$ cat config.mk
export PLATFORM = sky130hd
export DESIGN_NAME = sap1_datapath
export DESIGN_NICKNAME = d
export VERILOG_FILES = /design/src/rtl/sap1_datapath.sv
export SDC_FILE = /design/constraint.sdc
export NUM_CORES = 1
export LEC_CHECK = 0
export CORE_ASPECT_RATIO = 0.7
export CORE_MARGIN = 10
export CORE_UTILIZATION = 40
export DETAILED_ROUTE_END_ITERATION = 10
export GPL_ROUTABILITY_DRIVEN = 0
export SYNTH_ARGS = -nofsm -noshare
export SYNTH_HDL_FRONTEND = slang
export SYNTH_SLANG_ARGS = --single-unit
export TNS_END_PERCENT = 1
$ cat constraint.sdc
create_clock -name clk -period 13.5 [get_ports clk]
set_input_delay 4.05 -clock clk [delete_from_list [all_inputs] [get_ports clk]]
set_output_delay 4.05 -clock clk [all_outputs]
set_load 0.1 [all_outputs]
$ cat src/rtl/sap1_datapath.sv
// SAP-1 datapath: shared bus, PC, MAR, 16x8 RAM, IR, A/B registers,
// adder/subtractor, sticky halt and bus-conflict flags, plus a RAM
// program-load port that stays live through reset and halt.
module sap1_datapath #(
    parameter int DATA_W = 8,
    parameter int ADDR_W = 4
) (
    input  logic              clk,
    input  logic              rst,
    input  logic [11:0]       ctrl,
    input  logic              prog_we,
    input  logic [ADDR_W-1:0] prog_addr,
    input  logic [DATA_W-1:0] prog_data,
    output logic [3:0]        opcode,
    output logic [DATA_W-1:0] bus,
    output logic [ADDR_W-1:0] pc_out,
    output logic [DATA_W-1:0] a_out,
    output logic [DATA_W-1:0] b_out,
    output logic              carry,
    output logic              halted,
    output logic              bus_conflict
);

    localparam int                RAM_D  = 1 << ADDR_W;
    localparam logic [ADDR_W-1:0] PC_ONE = {{(ADDR_W-1){1'b0}}, 1'b1};
    localparam logic [ADDR_W-1:0] A_ZERO = {ADDR_W{1'b0}};
    localparam logic [DATA_W-1:0] D_ZERO = {DATA_W{1'b0}};

    // Control word decode
    logic w_hlt, w_pc_inc, w_pc_en, w_mem_load, w_mem_en, w_ir_load;
    logic w_ir_en, w_a_load, w_a_en, w_b_load, w_adder_sub, w_adder_en;

    assign w_hlt       = ctrl[11];
    assign w_pc_inc    = ctrl[10];
    assign w_pc_en     = ctrl[9];
    assign w_mem_load  = ctrl[8];
    assign w_mem_en    = ctrl[7];
    assign w_ir_load   = ctrl[6];
    assign w_ir_en     = ctrl[5];
    assign w_a_load    = ctrl[4];
    assign w_a_en      = ctrl[3];
    assign w_b_load    = ctrl[2];
    assign w_adder_sub = ctrl[1];
    assign w_adder_en  = ctrl[0];

    // Architectural state
    logic [ADDR_W-1:0] r_pc;
    logic [ADDR_W-1:0] r_mar;
    logic [DATA_W-1:0] r_ir;
    logic [DATA_W-1:0] r_a;
    logic [DATA_W-1:0] r_b;
    logic              r_carry;
    logic              r_halted;
    logic              r_bus_conflict;
    logic [DATA_W-1:0] r_ram [0:RAM_D-1];

    logic [DATA_W:0]   w_sum_ext;
    logic [DATA_W-1:0] w_bus;
    logic [2:0]        w_en_cnt;
    logic              w_conflict;

    // Adder/subtractor; the extra top bit is carry for ADD and borrow for SUB
    always_comb begin
        w_sum_ext = {1'b0, D_ZERO};
        if (w_adder_sub) begin
            w_sum_ext = {1'b0, r_a} - {1'b0, r_b};
        end else begin
            w_sum_ext = {1'b0, r_a} + {1'b0, r_b};
        end
    end

    // Bus mux with fixed driver priority; RAM read is asynchronous from MAR
    always_comb begin
        w_bus = D_ZERO;
        if (w_adder_en) begin
            w_bus = w_sum_ext[DATA_W-1:0];
        end else if (w_a_en) begin
            w_bus = r_a;
        end else if (w_ir_en) begin
            w_bus = {{(DATA_W-ADDR_W){1'b0}}, r_ir[ADDR_W-1:0]};
        end else if (w_mem_en) begin
            w_bus = r_ram[r_mar];
        end else if (w_pc_en) begin
            w_bus = {{(DATA_W-ADDR_W){1'b0}}, r_pc};
        end else begin
            w_bus = D_ZERO;
        end
    end

    // Count requested bus drivers to flag contention
    always_comb begin
        w_en_cnt = {2'b00, w_adder_en} + {2'b00, w_a_en} + {2'b00, w_ir_en}
                 + {2'b00, w_mem_en} + {2'b00, w_pc_en};
        if (w_en_cnt >= 3'd2) begin
            w_conflict = 1'b1;
        end else begin
            w_conflict = 1'b0;
        end
    end

    // Program-load write port; independent of reset and halt, RAM never cleared
    always_ff @(posedge clk) begin
        if (prog_we) begin
            r_ram[prog_addr] <= prog_data;
        end
    end

    // Register updates: reset clears all, halt freezes all, otherwise ctrl-driven
    always_ff @(posedge clk) begin
        if (rst) begin
            r_pc           <= A_ZERO;
            r_mar          <= A_ZERO;
            r_ir           <= D_ZERO;
            r_a            <= D_ZERO;
            r_b            <= D_ZERO;
            r_carry        <= 1'b0;
            r_halted       <= 1'b0;
            r_bus_conflict <= 1'b0;
        end else if (!r_halted) begin
            if (w_pc_inc)   r_pc  <= r_pc + PC_ONE;
            if (w_mem_load) r_mar <= w_bus[ADDR_W-1:0];
            if (w_ir_load)  r_ir  <= w_bus;
            if (w_a_load) begin
                r_a <= w_bus;
                if (w_adder_en) r_carry <= w_sum_ext[DATA_W];
            end
            if (w_b_load)   r_b            <= w_bus;
            if (w_hlt)      r_halted       <= 1'b1;
            if (w_conflict) r_bus_conflict <= 1'b1;
        end
    end

    assign bus          = w_bus;
    assign opcode       = r_ir[DATA_W-1 -: 4];
    assign pc_out       = r_pc;
    assign a_out        = r_a;
    assign b_out        = r_b;
    assign carry        = r_carry;
    assign halted       = r_halted;
    assign bus_conflict = r_bus_conflict;

endmodule

==> results.py, run 1 <==
metrics = {
    "routing": {
        "via_per_inst": 5.38,
        "drcViolationCount": 0,
        "wl_per_cell_um": 21.3,
        "dr_total_vias": 4269,
        "drt_iter0_drc": 436,
        "drt-total-wl_um": 16900,
        "dr.pass1.iters": 4,
        "postRouteAntennaNets": 0,
    },
    "placement": {
        "post-place-ws_ns": 1.83,
        "numPortBuffers": 61,
        "dpl.hpwl_um": 11500,
    },
    "timing": {
        "period_share": 0.867,
        "drv_slew": 0,
        "setup_tns_ns": 0,
        "worst_pin_slew_ns": 1.20,
        "hold_viol": 0,
        "fin_crit_ns": 11.70,
        "fmax_mhz": 85.5,
        "finalSetupViolations": 0,
        "relSlewSlack": 0.198,
        "layout_setup_ws_ns": 1.80,
        "rsz0062_at_grt": "false",
        "fin_skew_ns": 0.0148,
    },
    "floorplan": {
        "pin_count": 62,
        "die_w_um": 181,
        "die-area_mm2": 0.0240,
        "start_util": 0.405,
        "design.core.area_mm2": 0.0179,
        "die_y_um": 133,
        "num_rows": 41,
    },
    "critical_path": {
        "path_max_fanout": 8,
        "critPathKind": "in -> out",
        "start_kind": "primary input",
        "critPathRequiredTime_ns": 9.45,
        "cp_top_family": "buffers and inverters",
        "max_stage_delay_ns": 0.98,
        "cp_num_buf_inv": 3,
        "worst_setup_path_end_kind": "primary output",
        "cp.arrival_ns": 7.65,
        "worstPathCellList": "clkdlybuf4s50_1 > mux2_2 > inv_1 > ha_1 > nor2b_1 > o21a_1 > o21a_1 > o22ai_1 > mux2i_1 > nor2_1 > clkdlybuf4s50_1",
        "slowest_stage": "clkdlybuf4s50_1",
        "r2r_slack_ns": 10.40,
    },
    "clocking": {
        "cts_buffers": 17,
        "ctsResizeCount": 0,
        "cts.htree.levels": 4,
        "clock_latency_ns": 0.42,
        "tritoncts": "yes",
        "max-clock-path-buffers": 2,
        "cts_setup_buffers": 0,
        "ctsHoldBuffers": 0,
        "numClockSinks": 167,
        "clock-root-buffer": "clkbuf_16",
        "path_clk_slew_ns": 0.07,
    },
    "power": {
        "p_per_area_mw_per_mm2": 157,
        "peakVddDrop_mv": 0.100,
        "power.total_uw": 1370,
        "p_leak_uw": 0.00291,
    },
    "logic_synthesis": {
        "synthTopCellsByCount": "128 x edfxtp_1, 60 x nor2_1, 39 x dfxtp_1",
        "syn-instance-count": 484,
        "synth_top_area_cell": "edfxtp_1",
        "synth_area_mm2": 0.00725,
        "synth_cell_types": 45,
        "synthArstFlopShare": 0,
        "synth-warning-count": 0,
        "ys_seq_area_frac": 0.638,
        "yosys.cell_count.top_type": "edfxtp_1",
        "syn_nets": 524,
        "synth-main-ff-cell": "edfxtp_1",
        "yosys-top-cells-area": "edfxtp_1 53%, dfxtp_1 11%, mux4_1 8.0%",
        "syn_avg_cell_area_um2": 15.0,
        "ys_seq_elements": 167,
        "synth_edf_count": 128,
        "yosysTopAreaCellShare": 0.530,
    },
    "layout": {
        "nNetsFinal": 584,
        "antennaDiodeCount": 0,
        "area_growth_pct": 19.6,
        "drive_gt1_frac": 0.117,
    },
    "worst_hold_path": {
        "worst_hold_path_type": "reg -> reg",
    },
    "run_status": {
        "status": "completed",
    },
    "global_route": {
        "grt_max_degree": 39,
        "grt_pass1_wl_um": 25800,
        "antenna_found_initial": 0,
        "first_global_vias": 4237,
        "gr-usage-all-layers": 0.140,
        "gr-total-overflow": 0,
    },
    "flow_run": {
        "max-cap-violations": 0,
    },
}
-- area by class of cell --
type | instances | area, um^2
clock buffers | 19 | 475
well taps | 236 | 295
fillers | 1528 | 9230
flip-flops and latches | 167 | 4630
repair buffers | 69 | 671
clock inverters | 13 | 144
multi-input cells | 274 | 2410
inverters | 15 | 56.3
-- path summary, 6_finish.rpt --
kind,endpoint,from,depth (start not counted)
max,bus[7],ctrl[1],11
min,bus_conflict,bus_conflict,2
max reg2reg,register,register,6
min reg2reg,bus_conflict,bus_conflict,2
-- per-stage QoR --
step	instance area, um^2	hold WS, ns	std cells	utilization
after CTS	8670	0.494	793	0.484
after global routing	8670	0.516	793	0.484
final	8670	0.496	793	0.484
after global placement	8050	0.460	761	0.450
after detailed placement	8050	0.476	761	0.450
after floorplan	7250	0.463	484	-
-- cell usage in the layout, fill, tap and decap left out, types with 11 or more instances in the layout --
cell	n
dfxtp_1	38
clkdlybuf4s50_1	61
clkbuf_16	19
mux2_2	11
nand2_1	16
nor2_1	60
mux4_1	22
a211oi_1	26
a21oi_1	13
mux2i_1	12
mux4_2	11
edfxtp_1	128
inv_1	15
ha_1	11
-- routing by layer --
| metal | global-route usage | up-vias | part of all wire |
|---|---|---|---|
| met5 | 0 | - | 0 |
| met4 | 0.0347 | 0 | 0.0048 |
| met3 | 0.0376 | 8 | 0.060 |
| met2 | 0.204 | 129 | 0.44 |
| met1 | 0.202 | 2141 | 0.50 |
| li1 | - | 1991 | - |
-- worst register-to-register path, delay by kind of cell (launching register included) --
| kind | cells | cell delay, ns |
|---|---|---|
| mux | 2 | 1.19 |
| flops | 1 | 1.04 |
| compound gates | 3 | 0.64 |
| simple gates | 1 | 0.07 |
-- registers in the layout, summed over array words and instances, names as in the netlist, named ones only --
name	cells
b_out	8
r_ir	8
a_out	8
r_mar	4
carry	1
bus_conflict	1
r_ram	128
pc_out	4
halted	1
-- cell families after synthesis --
| kind of cell | Yosys count | share of synthesized area |
|---|---|---|
| adder cells (fa/ha/maj) | 13 | 0.0245 |
| multiplexers | 56 | 0.147 |
| AND/OR/NAND/NOR | 121 | 0.0769 |
| flip-flops | 167 | 0.638 |
| XOR/XNOR | 10 | 0.0121 |
| buffers and inverters | 43 | 0.0307 |
| AO/OA/AOI/OAI | 74 | 0.0707 |
-- power by group --
part	internal [uW]	total [uW]	switching (uW)
clock network	285	502	216
registers	571	591	20.2
logic	90.9	272	181
Power figures use the tool's default switching activity.
==> inputs of run 2 (changes only) <==
CORE_UTILIZATION = 50   (was 40)
PLACE_DENSITY = 0.7   (was not set)
==> run 2 against run 1 <==
Setup slack improved by 0.011 ns. Non-clock buffer count decreased by 2. Sequential share of layout area increased by 0.57 points. First-iteration DRC count decreased by 8.0%. Cell count decreased by 6.1%. Utilization increased by 13 points. Via count increased by 1.9%. Global-route usage increased by 2.8 points. Critical path type unchanged. Largest power group unchanged.
==> results.py, run 2 (synthesis gave the netlist of run 1 again) <==
metrics = {
    "layout": {
        "final_cell_mix": "128 x edfxtp_1, 61 x clkdlybuf4s50_1, 60 x nor2_1",
        "drive_gt1_frac": 0.115,
        "area_growth_pct": 18.3,
        "regMostFlops": "r_ram",
        "nNetsFinal": 582,
        "final_common_cell": "edfxtp_1",
        "post-route-util": 0.611,
        "largest_reg_flops": 128,
        "final_area_mm2": 0.00858,
        "antennaDiodeCount": 0,
        "fill_cells": 1068,
    },
    "clocking": {
        "numClockSinks": 167,
        "cts.htree.levels": 4,
        "path_clk_slew_ns": 0.06,
        "ctsResizeCount": 0,
        "clock-root-buffer": "clkbuf_16",
        "clock_latency_ns": 0.43,
        "max-clock-path-buffers": 2,
        "ctsHoldBuffers": 0,
        "cts_setup_buffers": 0,
        "cts_buffers": 17,
        "tritoncts": "yes",
    },
    "routing": {
        "postRouteAntennaNets": 0,
        "drcViolationCount": 0,
        "wl_per_cell_um": 21.8,
        "via_per_inst": 5.84,
        "dr_total_vias": 4349,
        "drt_iter0_drc": 401,
        "dr.pass1.iters": 5,
        "drt-total-wl_um": 16200,
    },
    "timing": {
        "rsz0062_at_grt": "false",
        "finalSetupViolations": 0,
        "fin_crit_ns": 11.69,
        "setup_tns_ns": 0,
        "fmax_mhz": 85.5,
        "relSlewSlack": 0.161,
        "worst_pin_slew_ns": 1.26,
        "fin_skew_ns": 0.0118,
        "period_share": 0.866,
        "drv_slew": 0,
        "hold_viol": 0,
    },
    "critical_path": {
        "crit_start": "ctrl[1]",
        "start_kind": "primary input",
        "r2r.worst_path.cells": 6,
        "crit_cells": 11,
        "critPathRequiredTime_ns": 9.45,
        "cp-endpoint": "bus[3]",
        "critPathKind": "in -> out",
        "path_max_fanout": 8,
        "cp.arrival_ns": 7.64,
        "worst_r2r_endpoint": "b_out[3]",
        "cp_num_buf_inv": 4,
        "worstPathCellList": "clkdlybuf4s50_1 > mux2_2 > inv_1 > ha_1 > nor2b_1 > o21a_1 > o21a_1 > o21ai_0 > o21ai_1 > inv_1 > clkdlybuf4s50_1",
        "cp_top_family": "buffers and inverters",
        "slowest_stage": "clkdlybuf4s50_1",
        "max_stage_delay_ns": 1.13,
        "r2r_slack_ns": 10.29,
        "worst_setup_path_end_kind": "primary output",
    },
    "floorplan": {
        "die_w_um": 164,
        "die-area_mm2": 0.0198,
        "die_y_um": 121,
        "num_rows": 36,
        "start_util": 0.516,
        "pin_count": 62,
        "design.core.area_mm2": 0.0141,
    },
    "flow_run": {
        "max-cap-violations": 0,
    },
    "run_status": {
        "status": "completed",
    },
    "global_route": {
        "grt_max_degree": 39,
        "grt_pass1_wl_um": 25100,
        "gr-total-overflow": 0,
        "antenna_found_initial": 0,
        "first_global_vias": 4378,
        "gr-usage-all-layers": 0.168,
    },
    "placement": {
        "numPortBuffers": 61,
        "dpl.hpwl_um": 11300,
        "place_area_mm2": 0.00799,
    },
    "worst_hold_path": {
        "worst_hold_path_type": "reg -> reg",
    },
    "power": {
        "peakVddDrop_mv": 0.0926,
        "p_per_area_mw_per_mm2": 158,
        "p_leak_uw": 0.00289,
    },
}
[run 2: worst min path at each step]
stage,from,end,slack [ns],depth (start not counted)
2_1_floorplan,r_ir[7],r_ir[7],0.46,2
3_3_place_gp,bus_conflict,bus_conflict,0.46,2
3_5_place_dp,bus_conflict,bus_conflict,0.47,2
4_1_cts,bus_conflict,bus_conflict,0.48,2
5_1_grt,r_ir[7],r_ir[7],0.50,2
6_report,bus_conflict,bus_conflict,0.48,2
[run 2: worst register-to-register path, cell delays in order, from the launching register on]
cell      delay, ns
dfxtp_2        1.03
mux4_1         0.71
mux4_2         0.48
a21oi_1        0.20
nor3_1         0.07
o21ai_1        0.40
a211oi_1       0.14
[run 2: stage by stage]
step	total power [uW]	setup WS, ns	hold slack (ns)	cells
final	1350	1.81	0.480	745
after floorplan	804	2.47	0.463	484
after global placement	869	1.90	0.461	713
after detailed placement	875	1.87	0.468	713
after global routing	1400	1.64	0.503	745
after CTS	1360	1.84	0.483	745
[run 2: area by class of cell]
type | count | area (um^2) | area share
Multi-Input combinational cell | 274 | 2410 | 0.281
Timing Repair Buffer | 67 | 656 | 0.0764
Sequential cell | 167 | 4630 | 0.539
Inverter | 15 | 56.3 | 0.00656
Tap cell | 190 | 238 | 0.0277
Clock inverter | 14 | 145 | 0.0169
Clock buffer | 18 | 450 | 0.0525
[run 2: power breakdown]
group          total, uW  internal [uW]  switching (uW)
registers            592            571            21.0
clock network        488            273             214
logic                273           90.9             182
total               1350            935             417
[run 2: routing by layer]
layer  part of all wire  global-route usage
met5                  0                   0
met1               0.47               0.240
met4             0.0090              0.0496
met3              0.066              0.0454
met2               0.45               0.245
==> inputs of run 3 (changes only) <==
PLACE_DENSITY = not set   (was 0.7)
PLACE_DENSITY_LB_ADDON = 0.08   (was not set)
==> run 3 against run 2 <==
Utilization down 0.098 points. Clock skew up 0.00069 ns. Combinational power about the same. Setup slack better by 0.0052 ns. Clock-buffer cell count unchanged. Clock power down 4%. Cell count down 0.13%. Register-to-register slack about the same.
==> results.py, run 3 (synthesis gave the netlist of run 1 again) <==
metrics = {
    "clocking": {
        "ctsHoldBuffers": 0,
        "max-clock-path-buffers": 2,
        "path_clk_slew_ns": 0.07,
        "cts.htree.levels": 4,
        "tritoncts": "yes",
        "cts_buffers": 17,
        "clock-root-buffer": "clkbuf_16",
        "cts_setup_buffers": 0,
        "numClockSinks": 167,
        "clock_latency_ns": 0.41,
        "ctsResizeCount": 0,
    },
    "timing": {
        "fin_hold_ws_ns": 0.472,
        "layout_setup_ws_ns": 1.81,
        "fmax_mhz": 85.6,
        "fin_skew_ns": 0.0125,
        "hold_viol": 0,
        "finalSetupViolations": 0,
        "setup_tns_ns": 0,
        "worst_pin_slew_ns": 1.23,
        "period_share": 0.866,
        "rsz0062_at_grt": "false",
        "relSlewSlack": 0.175,
        "fin_crit_ns": 11.69,
        "drv_slew": 0,
    },
    "layout": {
        "final_cell_mix": "128 x edfxtp_1, 61 x clkdlybuf4s50_1, 60 x nor2_1",
        "regMostFlops": "r_ram",
        "nNetsFinal": 582,
        "area_growth_pct": 18.1,
        "final_common_cell": "edfxtp_1",
        "drive_gt1_frac": 0.112,
        "largest_reg_flops": 128,
        "post-route-util": 0.610,
        "antennaDiodeCount": 0,
    },
    "critical_path": {
        "crit_start": "ctrl[1]",
        "max_stage_delay_ns": 0.99,
        "cp-endpoint": "bus[6]",
        "r2r.worst_path.cells": 6,
        "slowest_stage": "clkdlybuf4s50_1",
        "critPathRequiredTime_ns": 9.45,
        "worst_setup_path_end_kind": "primary output",
        "start_kind": "primary input",
        "worst_r2r_endpoint": "r_mar[3]",
        "path_max_fanout": 8,
        "worstPathCellList": "clkdlybuf4s50_1 > mux2_2 > fa_1 > nor2b_1 > o31a_1 > o31a_1 > a21oi_1 > o21ai_0 > inv_1 > clkdlybuf4s50_1",
        "r2r_slack_ns": 10.30,
        "cp.arrival_ns": 7.64,
        "critPathKind": "in -> out",
    },
    "routing": {
        "via_per_inst": 5.76,
        "wl_per_cell_um": 22.4,
        "postRouteAntennaNets": 0,
        "drt_iter0_drc": 443,
        "drcViolationCount": 0,
        "dr.pass1.iters": 5,
        "drt-total-wl_um": 16700,
        "dr_total_vias": 4288,
    },
    "floorplan": {
        "die_y_um": 121,
        "die_w_um": 164,
        "pin_count": 62,
        "die-area_mm2": 0.0198,
        "design.core.area_mm2": 0.0141,
        "num_rows": 36,
        "start_util": 0.516,
    },
    "worst_hold_path": {
        "holdPathStages": 2,
        "worst_hold_path_type": "reg -> reg",
    },
    "global_route": {
        "gr-usage-all-layers": 0.174,
        "grt_pass1_wl_um": 25600,
        "first_global_vias": 4178,
        "antenna_found_initial": 0,
        "grt_max_degree": 39,
        "gr-total-overflow": 0,
    },
    "run_status": {
        "status": "completed",
    },
    "placement": {
        "numPortBuffers": 61,
        "dpl.hpwl_um": 11600,
        "post-place-ws_ns": 1.87,
    },
    "flow_run": {
        "max-cap-violations": 0,
    },
    "power": {
        "p_leak_uw": 0.00287,
        "p_per_area_mw_per_mm2": 156,
        "power.total_uw": 1340,
        "peakVddDrop_mv": 0.0949,
    },
}
run 3: changes by cell type in the layout (fill, tap and decap cells not counted):
cell	previous run	this run
clkbuf_16	18	17
bufinv_16	1	2
inv_8	3	1
inv_4	1	0
nor3_1	9	8
clkbuf_1	0	1
clkinv_4	0	3
clkinv_1	0	1
clkinvlp_4	0	2
inv_6	8	3
nor3_2	1	2
run 3: per-layer routing:
layer | GRT usage | routed length, um
met5 | 0 | 0
met4 | 0.0484 | 77
met3 | 0.0597 | 1390
met2 | 0.235 | 7020
met1 | 0.258 | 8200
run 3: worst min-delay path by stage:
| stage | startpoint | to | slack [ns] |
|---|---|---|---|
| 4_1_cts | bus_conflict | bus_conflict | 0.48 |
| 3_5_place_dp | bus_conflict | bus_conflict | 0.47 |
| 6_report | bus_conflict | bus_conflict | 0.47 |
| 5_1_grt | bus_conflict | bus_conflict | 0.49 |
| 2_1_floorplan | r_ir[7] | r_ir[7] | 0.46 |
| 3_3_place_gp | bus_conflict | bus_conflict | 0.45 |
run 3: cell type report:
type                       count  area [um^2]
clock buffer                  18          429
clock inverter                13          148
fill                        1093         5490
inverter                      15         56.3
multi-input combinational    274         2420
sequential                   167         4630
tap                          190          238
timing repair buffer          67          656
run 3: worst max-delay path: cells and delay by family:
| kind | cells | cell delay [ns] |
|---|---|---|
| AOI/OAI and AO/OA | 4 | 0.87 |
| muxes | 1 | 0.40 |
| buffers and inverters | 3 | 1.70 |
| and+or+nand+nor | 1 | 0.17 |
| adders and majority gates | 1 | 0.44 |
run 3: per-stage QoR:
stage / cells / area (um^2)
6_report: 744 / 8570
5_1_grt: 744 / 8570
4_1_cts: 744 / 8570
3_5_place_dp: 713 / 7990
3_3_place_gp: 713 / 7990
2_1_floorplan: 484 / 7250
run 3: power by group:
part	internal, uW	total, uW	leakage, uW	switching (uW)
Clock	274	470	0.000277	196
Combinational	90.7	274	0.00112	184
Sequential	571	593	0.00148	21.6
Total	936	1340	0.00287	401
